`config.mk`:
```
export PLATFORM = sky130hd
export DESIGN_NAME = key_conditioner
export DESIGN_NICKNAME = d
export VERILOG_FILES = /design/src/rtl/key_conditioner.sv
export SDC_FILE = /design/constraint.sdc
export NUM_CORES = 1
export LEC_CHECK = 0
export CORE_UTILIZATION = 25
export DETAILED_ROUTE_END_ITERATION = 7
export GPL_ROUTABILITY_DRIVEN = 1
export GPL_TIMING_DRIVEN = 0
export PLACE_DENSITY_LB_ADDON = 0.15
export SETUP_SLACK_MARGIN = 0.05
export SKIP_CTS_REPAIR_TIMING = 1
export SYNTH_ARGS = -nofsm -noshare
export SYNTH_HDL_FRONTEND = slang
export SYNTH_SLANG_ARGS = --single-unit
```
`constraint.sdc`:
```
create_clock -name clk_in -period 2.94 [get_ports clk_in]
set_input_delay 0.588 -clock clk_in [delete_from_list [all_inputs] [get_ports clk_in]]
set_output_delay 0.588 -clock clk_in [all_outputs]
set_load 0.02 [all_outputs]
```
`src/rtl/key_conditioner.sv`:
```
// key_conditioner
// Debounces the two board push-buttons and turns them into clean, registered
// single-cycle events for the calendar core, with auto-repeat while a key is
// held past the long-press time.
//
// Ports:
//   clk_in      in   1  system clock (only clock)
//   rst         in   1  synchronous, active-high reset
//   key         in   2  raw asynchronous key pins
//   key_level   out  2  debounced pressed state (1 = pressed)
//   key_press   out  2  one-cycle pulse on accepted press and on each auto-repeat
//   key_release out  2  one-cycle pulse on accepted release
//   key_long    out  2  high from the long-press event until release is accepted
module key_conditioner #(
   parameter int unsigned DEBOUNCE_CYCLES = 2_000_000,
   parameter int unsigned LONG_CYCLES     = 100_000_000,
   parameter int unsigned REPEAT_CYCLES   = 25_000_000,
   parameter bit          REPEAT_EN       = 1'b1,
   parameter logic        PRESS_LEVEL     = 1'b0
) (
   input  logic       clk_in,
   input  logic       rst,
   input  logic [1:0] key,
   output logic [1:0] key_level,
   output logic [1:0] key_press,
   output logic [1:0] key_release,
   output logic [1:0] key_long
);

   localparam logic [31:0] DEB_LAST  = DEBOUNCE_CYCLES - 1;
   localparam logic [31:0] LONG_LAST = LONG_CYCLES - 1;
   localparam logic [31:0] REP_LAST  = REPEAT_CYCLES - 1;

   typedef enum logic [2:0] {
      RELEASED,
      PRESS_WAIT,
      HELD,
      REPEAT,
      RELEASE_WAIT
   } state_t;

   for (genvar i = 0; i < 2; i++) begin : g_ch
      logic        sync1;
      logic        sync2;
      logic        k_s;
      state_t      state;
      logic [31:0] cnt;
      logic        level;
      logic        press;
      logic        rel;
      logic        long_q;

      // Two-flop synchronizer; reset parks it at the idle pin level so a key
      // held through reset is seen as a fresh press afterwards.
      always_ff @(posedge clk_in) begin
         if (rst) begin
            sync1 <= ~PRESS_LEVEL;
            sync2 <= ~PRESS_LEVEL;
         end else begin
            sync1 <= key[i];
            sync2 <= sync1;
         end
      end

      assign k_s = (sync2 == PRESS_LEVEL);

      // Per-key channel FSM. The counter is cleared on every state change so
      // each wait always starts from zero.
      always_ff @(posedge clk_in) begin
         if (rst) begin
            state  <= RELEASED;
            cnt    <= '0;
            level  <= 1'b0;
            press  <= 1'b0;
            rel    <= 1'b0;
            long_q <= 1'b0;
         end else begin
            press <= 1'b0;
            rel   <= 1'b0;
            case (state)
               RELEASED: begin
                  if (k_s) begin
                     state <= PRESS_WAIT;
                     cnt   <= '0;
                  end
               end
               PRESS_WAIT: begin
                  if (!k_s) begin
                     state <= RELEASED;
                     cnt   <= '0;
                  end else if (cnt == DEB_LAST) begin
                     state <= HELD;
                     cnt   <= '0;
                     level <= 1'b1;
                     press <= 1'b1;
                  end else begin
                     cnt <= cnt + 32'd1;
                  end
               end
               HELD: begin
                  if (!k_s) begin
                     state <= RELEASE_WAIT;
                     cnt   <= '0;
                  end else if (cnt == LONG_LAST) begin
                     state  <= REPEAT;
                     cnt    <= '0;
                     long_q <= 1'b1;
                     press  <= REPEAT_EN;
                  end else begin
                     cnt <= cnt + 32'd1;
                  end
               end
               REPEAT: begin
                  if (!k_s) begin
                     state <= RELEASE_WAIT;
                     cnt   <= '0;
                  end else if (cnt == REP_LAST) begin
                     cnt   <= '0;
                     press <= REPEAT_EN;
                  end else begin
                     cnt <= cnt + 32'd1;
                  end
               end
               RELEASE_WAIT: begin
                  // A press returning before the release debounces restarts
                  // the long-press timer rather than resuming auto-repeat.
                  if (k_s) begin
                     state  <= HELD;
                     cnt    <= '0;
                     long_q <= 1'b0;
                  end else if (cnt == DEB_LAST) begin
                     state  <= RELEASED;
                     cnt    <= '0;
                     level  <= 1'b0;
                     long_q <= 1'b0;
                     rel    <= 1'b1;
                  end else begin
                     cnt <= cnt + 32'd1;
                  end
               end
               default: begin
                  state <= RELEASED;
                  cnt   <= '0;
               end
            endcase
         end
      end

      assign key_level[i]   = level;
      assign key_press[i]   = press;
      assign key_release[i] = rel;
      assign key_long[i]    = long_q;
   end

endmodule

```
=== Word level (Yosys, flattened, before mapping) ===
Cells that the tools add are included.

* Bitwise operators: 4
* Add/sub/neg operators: 2
* Reductions and logical operators: 14
* Mux-type cells: 68
* Eq/ne operators: 36

{| class="wikitable"
|+ Operators with widths
! kind !! count
|-
| $mux W32 || 16
|-
| $pmux W32 S5 || 2
|-
| $add A32 B1 Y32 const B || 2
|-
| $eq A32 B21 Y1 const B || 2
|-
| $eq A32 B25 Y1 const B || 2
|-
| $eq A32 B27 Y1 const B || 2
|-
| $mux W3 || 16
|-
| $ne A2 B2 Y1 const B || 16
|-
| $pmux W3 S5 || 2
|-
| $mux W1 || 26
|-
| $reduce_and A5 Y1 || 4
|-
| $ne A3 B3 Y1 const B || 6
|-
| $eq A3 B2 Y1 const B || 4
|-
| $pmux W1 S2 || 4
|-
| $reduce_and A4 Y1 || 2
|-
| $reduce_bool A2 Y1 || 4
|-
| $eq A3 B1 Y1 const B || 2
|-
| $eq A3 B3 Y1 const B || 2
|-
| $logic_not A3 Y1 || 2
|-
| $pmux W1 S3 || 2
|-
| $reduce_or A3 Y1 || 2
|-
| $not A1 Y1 || 4
|}

* Word-level logic and storage cells: 140
* Bits in registers: 82
* Input port bits: 4
* Output and inout bits: 8

=== Logic depth before layout (Yosys ltp) ===
Gate-level depths: netlist of run 1.

* Depth in word-level cells: 4
* Depth in mapped cells: 10
* Depth with buffers taken out: 8

=== Worst setup path before layout of run 1 ===
No wires, ideal clock.

* Path kind: register to register
* Start point: register g_ch[1].cnt[0]
* End point: register g_ch[1].cnt[29]
* Required time: 2.818 ns
* Clock period less this slack: 2.221 ns
* Setup slack: 0.719 ns
* Arrival time: 2.099 ns
* Stages on the path, launching flop included: 9
* Buffers on the path: 0
* Setup time: 0.122 ns
* Cells stage by stage: dfxtp_1 -> ha_1 -> nand3_1 -> nor4_1 -> a41oi_1 -> o21ai_2 -> a21oi_2 -> and3_1 -> a221o_1

* Longest elaborated chain between the ends: 4
* Elaborated cells on any way between the ends: 12
* Classes of those cells: add/sub: 1; eq/ne: 3; mux: 8

{| class="wikitable"
|+ Ends and longest elaborated chain
! what !! RTL line !! text
|-
| from (decl) || 47 || <nowiki>logic [31:0] cnt;</nowiki>
|-
| from (signal assigned) || 97 || <nowiki>cnt <= cnt + 32'd1;</nowiki>
|-
| from (signal assigned) || 110 || <nowiki>cnt <= cnt + 32'd1;</nowiki>
|-
| from (signal assigned) || 121 || <nowiki>cnt <= cnt + 32'd1;</nowiki>
|-
| $add A32 B1 Y32, or another cell as far along || -- ||
|-
| $mux W32, on equally long branches (2 in series) || -- ||
|-
| $pmux W32 S5 (*) || 80 || <nowiki>case (state)</nowiki>
|}

Every way passes the cells marked *; elsewhere a longest branch is shown, timed or not.
A chain may end at the register's enable or synchronous reset.

=== Final worst setup path of run 1 ===
* Start point: register g_ch[1].cnt[0]
* End point: register g_ch[1].cnt[26]

Same word-level chain as after synthesis.

==> out/results.md, run 1 <==
| Parameter | Value |
|---|---|
| Worst setup path class | reg2reg |
| Outcome | finished, final reports clean |
| Worst reg2reg endpoint | g_ch[1].cnt[26] |
| Hold Vio Cnt, Final | 0 |
| Maximum number of pins on one net before global-route repair | 15 |
| Clock transition time at the flip-flop clock pins of the worst setup and hold paths | 70 ps |
| Met2 wirelength from detailed routing | 5.55 mm |
| Worst setup skew after layout | 10.8 ps |
| Count of final setup violators | 0 |
| Area enclosed by the die boundary | 18100 sq um |
| Max-cap violations | 0 |
| TritonCTS clock tree | done |
| Arrival time of the worst setup path | 2860 ps |
| Estimated wirelength of the detail-placed design | 8.42 mm |
| Die Span Y | 135 um |
| Share of cells above drive strength 1 | 9.79% |
| Startpoint type of the worst setup path | flop |
| Met3 wire length | 375 um |
| Worst setup slack for register-to-register paths | 310 ps |
| Num ports | 12 |
| Net count, final | 583 |
| Reg2reg start | g_ch[1].cnt[0] |
| Final weighted congestion in routability-driven placement | 0.825 |
| Syn Std Cell Area | 4400 sq um |
| Antenna violations before repair | 0 |
| Proportion of register bits with asynchronous set or reset after synthesis | 0% |
| Critical hold path startpoint | g_ch[0].sync1 |
| Leading cell type in the layout, fill and taps excluded | dfxtp_1 |
| Starting utilization of the core area | 25.5% |
| CTS buffer count | 9 |
| Placement-stage worst setup slack | 152 ps |
| CP Max Fanout | 10 |
| Total power divided by cell area | 468 nW/um^2 |
| Worst relative slew slack | 7.56% |
| Final worst slack | 312 ps |
| Warnings from Yosys | 0 |
| Chip width | 135 um |
| Hold Crit Depth | 1 |
| Gr usage total | 13.7% |
| Number of placement rows | 48 |
| Upper clock frequency limit | 381 MHz |
| Final Max Tran Viols | 0 |
| M1 wire length | 5.53 mm |
| # clock sinks | 82 |
| # port buffers | 10 |
| Min-Delay Endpoint | g_ch[0].sync2 |
| Via count of the first global-routing pass | 3874 |
| Commonest non-fill, non-tap cells in the layout | 82 x dfxtp_1, 77 x nor2_1, 58 x nand2_1 |
| Sum of negative setup slack | 0 ps |
| Syn Area/Cell | 7.92 sq um |
| Clock latency reported for the late side of the worst-skew pair | 350 ps |
| Count of flip-flops with a built-in enable after synthesis | 0 |
| Via Count | 4024 |
| Net count after synthesis | 562 |
| Data required, critical path | 3170 ps |
| Antenna cells | 0 |
| Count of fill cells added during filler insertion | 1866 |
| Average vias per placed instance | 4.99 |
| Synthesized netlist cell count | 556 |
| First-pass DRT Iterations | 4 |
| Main synth FF type | dfxtp_1 |
| Core footprint | 17200 sq um |
| Min cycle time layout | 2630 ps |
| Hold Crit Class | reg2reg |
| Flip-flop and latch count after synthesis | 82 |
| Sequential area share after synthesis | 37.3% |
| Measured slew at the worst slew-check pin | 1370 ps |
| R2R depth | 9 |
| Remaining design rule violation count | 0 |
| Register area | 1640 sq um |
| Pleak | 1.79 nW |
| Remaining global-route overflow | 0 |
| Buffer levels on the longest clock path | 2 |
| Worst VDD drop | 0.307 mV |
| Setup repair after global routing missed its margin | no |
| Post-DR wirelength/cell | 14.4 um |
| Drt total wl | 11.6 mm |
| Footprint of the multi-input gates | 2530 sq um |
| Area growth from synthesis to layout | 16.0% |
| Critical Path Sink Type | flop |
| Uppermost layer routed | met4 |
| Wire length of the first global-routing pass | 19.5 mm |
| Utilization after layout | 29.6% |
| Post-route clock period utilization | 89.4% |
| Library cells used by synthesis | 63 |
| Initial DRC count | 186 |
| Final antenna-violating net count | 0 |
| Root Driver | clkbuf_16 |
| H-Tree Depth | 3 |
state kept, by name, indices dropped and copies added, names as in the netlist:
| name | flops |
|---|---|
| g_ch.cnt | 64 |
| g_ch.sync1 | 2 |
| g_ch.level | 2 |
| g_ch.state | 6 |
| g_ch.long_q | 2 |
| g_ch.sync2 | 2 |
| g_ch.rel | 2 |
| g_ch.press | 2 |
worst max-delay path by stage:
stage / from / endpoint / slack, ps / cells after the start
3_3_place_gp: g_ch[1].cnt[0] / g_ch[1].cnt[29] / 240 / 8
2_1_floorplan: g_ch[1].cnt[0] / g_ch[1].cnt[29] / 720 / 8
6_report: g_ch[1].cnt[0] / g_ch[1].cnt[26] / 310 / 9
4_1_cts: g_ch[1].cnt[0] / g_ch[1].cnt[26] / 120 / 9
5_1_grt: g_ch[1].cnt[0] / g_ch[1].cnt[26] / 110 / 9
3_5_place_dp: g_ch[1].cnt[0] / g_ch[1].cnt[26] / 150 / 9
routing by layer:
layer  track usage, %  up-vias
li1                 -     2026
met1             16.9     1933
met2             22.6       53
met3             3.98       12
met4             4.81        0
met5                0        -
synthesized netlist by cell type, types with 12 or more instances:
library cell | number | area [sq um]
nor3_1 | 23 | 115
nor2_1 | 77 | 289
and3_1 | 24 | 150
o21ai_0 | 17 | 85.1
clkbuf_1 | 13 | 48.8
a21oi_1 | 14 | 70.1
xnor2_1 | 12 | 105
dfxtp_1 | 82 | 1640
nand2_1 | 58 | 218
nand3_1 | 35 | 175
inv_1 | 13 | 48.8
nand4_1 | 21 | 131
xor2_1 | 26 | 228
layout make-up:
cell class / instances / share of cell area [%]
Clock inverter: 5 / 1.23
Tap cell: 225 / 5.51
Multi-Input combinational cell: 426 / 49.6
Clock buffer: 11 / 4.95
Inverter: 14 / 1.03
Buffer: 34 / 3.55
Sequential cell: 82 / 32.2
Timing Repair Buffer: 10 / 1.96
cell families (layout without fill, tap and decap cells):
family	count (synthesis)	in the layout	share of synthesized area [%]
and+or+nand+nor	306	306	36.9
DFF	82	82	37.3
AOI/OAI and AO/OA	78	78	11.9
buffers and inverters	48	74	5.32
xor gates and xnor gates	38	38	7.56
adders and majority gates	2	2	0.568
muxes	2	2	0.455
where the power goes:
part | internal, mW | leakage, nW | total [mW] | switching, mW
combinational | 0.0192 | 0.980 | 0.0704 | 0.0512
clock | 0.708 | 0.148 | 1.20 | 0.495
sequential | 1.11 | 0.661 | 1.12 | 0.00119
total | 1.84 | 1.79 | 2.39 | 0.547
per-stage QoR:
step	total power [mW]	hold WS (ps)	cells	area, sq um
2_1_floorplan	1.19	389	556	4400
3_3_place_gp	1.21	392	791	4780
3_5_place_dp	1.21	395	791	4780
4_1_cts	2.43	412	807	5100
5_1_grt	2.48	425	807	5100
6_report	2.39	411	807	5100
critical path, cell delays in order, from the launching register on:
cell     delay, ps
dfxtp_1        390
ha_1           220
nand3_1        260
nor4_2         550
a41oi_1        230
o21ai_2        280
a21oi_2        130
buf_2          210
a21oi_1        140
mux2i_1         80
Power figures use the tool's default switching activity.
==> run 2: changes to the inputs <==
--- a/config.mk
+++ b/config.mk
@@ -5,6 +5,8 @@
 export SDC_FILE = /design/constraint.sdc
 export NUM_CORES = 1
 export LEC_CHECK = 0
+export CELL_PAD_IN_SITES_DETAIL_PLACEMENT = 1
+export CELL_PAD_IN_SITES_GLOBAL_PLACEMENT = 1
 export CORE_UTILIZATION = 25
 export DETAILED_ROUTE_END_ITERATION = 7
 export GPL_ROUTABILITY_DRIVEN = 1
==> run 2 against run 1 <==
- clock power decreased by 11%
- sequential cell count did not move
- core utilization down 0.25 points
- clock skew is 5.9 ps lower
- combinational power grew 3.4%
- via count is 0.82% higher
- worst hold slack improved by 3.4 ps
- routed wire length increased by 11%
- maximum frequency fell by 0.18%
- largest power group is now registers
==> out/results.md, run 2 (same netlist as run 1, synthesis figures left out) <==
| Parameter | Value |
|---|---|
| Internal power of the cells | 1.72 mW |
| Initial DRC count | 142 |
| First-pass DRT Iterations | 4 |
| Via count of the first global-routing pass | 4218 |
| CTS buffer count | 9 |
| # port buffers | 10 |
| Hold slack final | 414 ps |
| Switching part of the total | 23.6% |
| Hold Crit Depth | 1 |
| Part of the power in combinational logic | 3.2% |
| Worst setup skew after layout | 4.90 ps |
| Upper clock frequency limit | 380 MHz |
| Min cycle time layout | 2630 ps |
| Root Driver | clkbuf_16 |
| Antenna cells | 0 |
| Estimated wirelength of the detail-placed design | 9.43 mm |
| Arrival time of the worst setup path | 2860 ps |
| Worst relative slew slack | 17.0% |
| Commonest non-fill, non-tap cells in the layout | 82 x dfxtp_1, 77 x nor2_1, 58 x nand2_1 |
| R2R depth | 9 |
| Clock share of power | 47.4% |
| Final weighted congestion in routability-driven placement | 0.763 |
| # clock sinks | 82 |
| Starting utilization of the core area | 25.5% |
| TritonCTS clock tree | done |
| Via Count | 4057 |
| Chip width | 135 um |
| Area growth from synthesis to layout | 15.0% |
| Drt total wl | 12.8 mm |
| Clock latency reported for the late side of the worst-skew pair | 340 ps |
| Remaining design rule violation count | 0 |
| Startpoint type of the worst setup path | flop |
| H-Tree Depth | 3 |
| CP Max Fanout | 10 |
| Clock transition time at the flip-flop clock pins of the worst setup and hold paths | 60 ps |
| Instance area after placement | 4780 sq um |
| Remaining global-route overflow | 0 |
| Biggest regs | g_ch.cnt (64), g_ch.state (6) |
| Gr usage total | 15.0% |
| Num ports | 12 |
| Final antenna-violating net count | 0 |
| Leading cell type in the layout, fill and taps excluded | dfxtp_1 |
| Number of instances in the placed design | 791 |
| Hold Crit Class | reg2reg |
| Hold Vio Cnt, Final | 0 |
| Min-Delay Endpoint | g_ch[1].sync2 |
| Post-DR wirelength/cell | 15.9 um |
| Setup repair after global routing missed its margin | no |
| Number of flip-flops in the largest register | 64 |
| Number of placement rows | 48 |
| Antenna violations before repair | 0 |
| Worst setup path class | reg2reg |
| Pleak | 1.77 nW |
| Net count, final | 583 |
| Share of cells above drive strength 1 | 9.62% |
| Worst reg2reg endpoint | g_ch[1].cnt[26] |
| Post-route clock period utilization | 89.5% |
| Reg2reg start | g_ch[1].cnt[0] |
| Final Max Tran Viols | 0 |
| Count of non-filler cells in the finished layout | 807 |
| Max-cap violations | 0 |
| Critical Path Sink Type | flop |
| Maximum number of pins on one net before global-route repair | 14 |
| Average vias per placed instance | 5.03 |
| Critical hold path startpoint | g_ch[1].sync1 |
| Worst VDD drop | 0.244 mV |
| Worst setup slack for register-to-register paths | 310 ps |
| Total power divided by cell area | 446 nW/um^2 |
| Die Span Y | 135 um |
| Fraction of power consumed by sequential logic | 49.4% |
| Count of final setup violators | 0 |
| Sum of negative setup slack | 0 ps |
| Data required, critical path | 3160 ps |
| Measured slew at the worst slew-check pin | 1230 ps |
| Post-layout instance area | 5060 sq um |
| Outcome | finished, final reports clean |
| Register containing the most flip-flops in the final layout | g_ch.cnt |
| Net switching power figure | 0.532 mW |
| Buffer levels on the longest clock path | 2 |
| Wire length of the first global-routing pass | 21.6 mm |
| Area enclosed by the die boundary | 18100 sq um |
| Core footprint | 17200 sq um |
-- run 2: changes by cell type in the layout (fill, tap and decap cells not counted), sizes merged --
cell,change
bufinv,-1
clkinv,+1
-- run 2: area by class of cell --
type	count	area, sq um
Fill cell	2086	12200
Multi-Input combinational cell	426	2530
Sequential cell	82	1640
Tap cell	225	282
Clock buffer	11	243
Buffer	34	181
Timing Repair Buffer	10	100
Inverter	14	52.6
Clock inverter	5	30.0
-- run 2: worst max-delay path, cell delays in order, from the launching register on --
cell,delay (ps)
dfxtp_1,390
ha_1,220
nand3_1,270
nor4_2,520
a41oi_1,230
o21ai_2,280
a21oi_2,150
buf_2,210
a21oi_1,140
mux2i_1,90
-- run 2: per-stage QoR --
| stage | setup slack [ps] | util, % | power, mW |
|---|---|---|---|
| 2_1_floorplan | 719 | - | 1.19 |
| 6_report | 308 | 29.4 | 2.26 |
| 3_5_place_dp | 155 | 27.8 | 1.21 |
| 4_1_cts | 136 | 29.3 | 2.31 |
| 3_3_place_gp | 222 | 27.8 | 1.21 |
| 5_1_grt | 89.0 | 29.4 | 2.35 |
-- run 2: how the worst max path moves through the flow --
stage | end | from | cells after the start | slack (ps)
2_1_floorplan | g_ch[1].cnt[29] | g_ch[1].cnt[0] | 8 | 720
3_3_place_gp | g_ch[1].cnt[26] | g_ch[1].cnt[0] | 9 | 220
3_5_place_dp | g_ch[1].cnt[26] | g_ch[1].cnt[0] | 9 | 160
4_1_cts | g_ch[1].cnt[31] | g_ch[1].cnt[0] | 8 | 140
5_1_grt | g_ch[1].cnt[26] | g_ch[1].cnt[0] | 9 | 90
6_report | g_ch[1].cnt[26] | g_ch[1].cnt[0] | 9 | 310
-- run 2: power groups by stage --
stage / clock network, mW / logic, mW / registers [mW]
finish: 1.07 / 0.0728 / 1.12
global route: 1.16 / 0.0816 / 1.11
CTS: 1.12 / 0.0748 / 1.11
detailed placement: 0 / 0.0745 / 1.14
global placement: 0 / 0.0743 / 1.14
floorplan: 0 / 0.0470 / 1.14
-- run 2: routing by layer --
metal	share of wire, %	global-route usage [%]	vias up
li1	-	-	2025
met1	48	18.4	1997
met2	49	26.4	22
met3	1.6	3.00	13
met4	1.3	4.24	0
met5	0	0	-
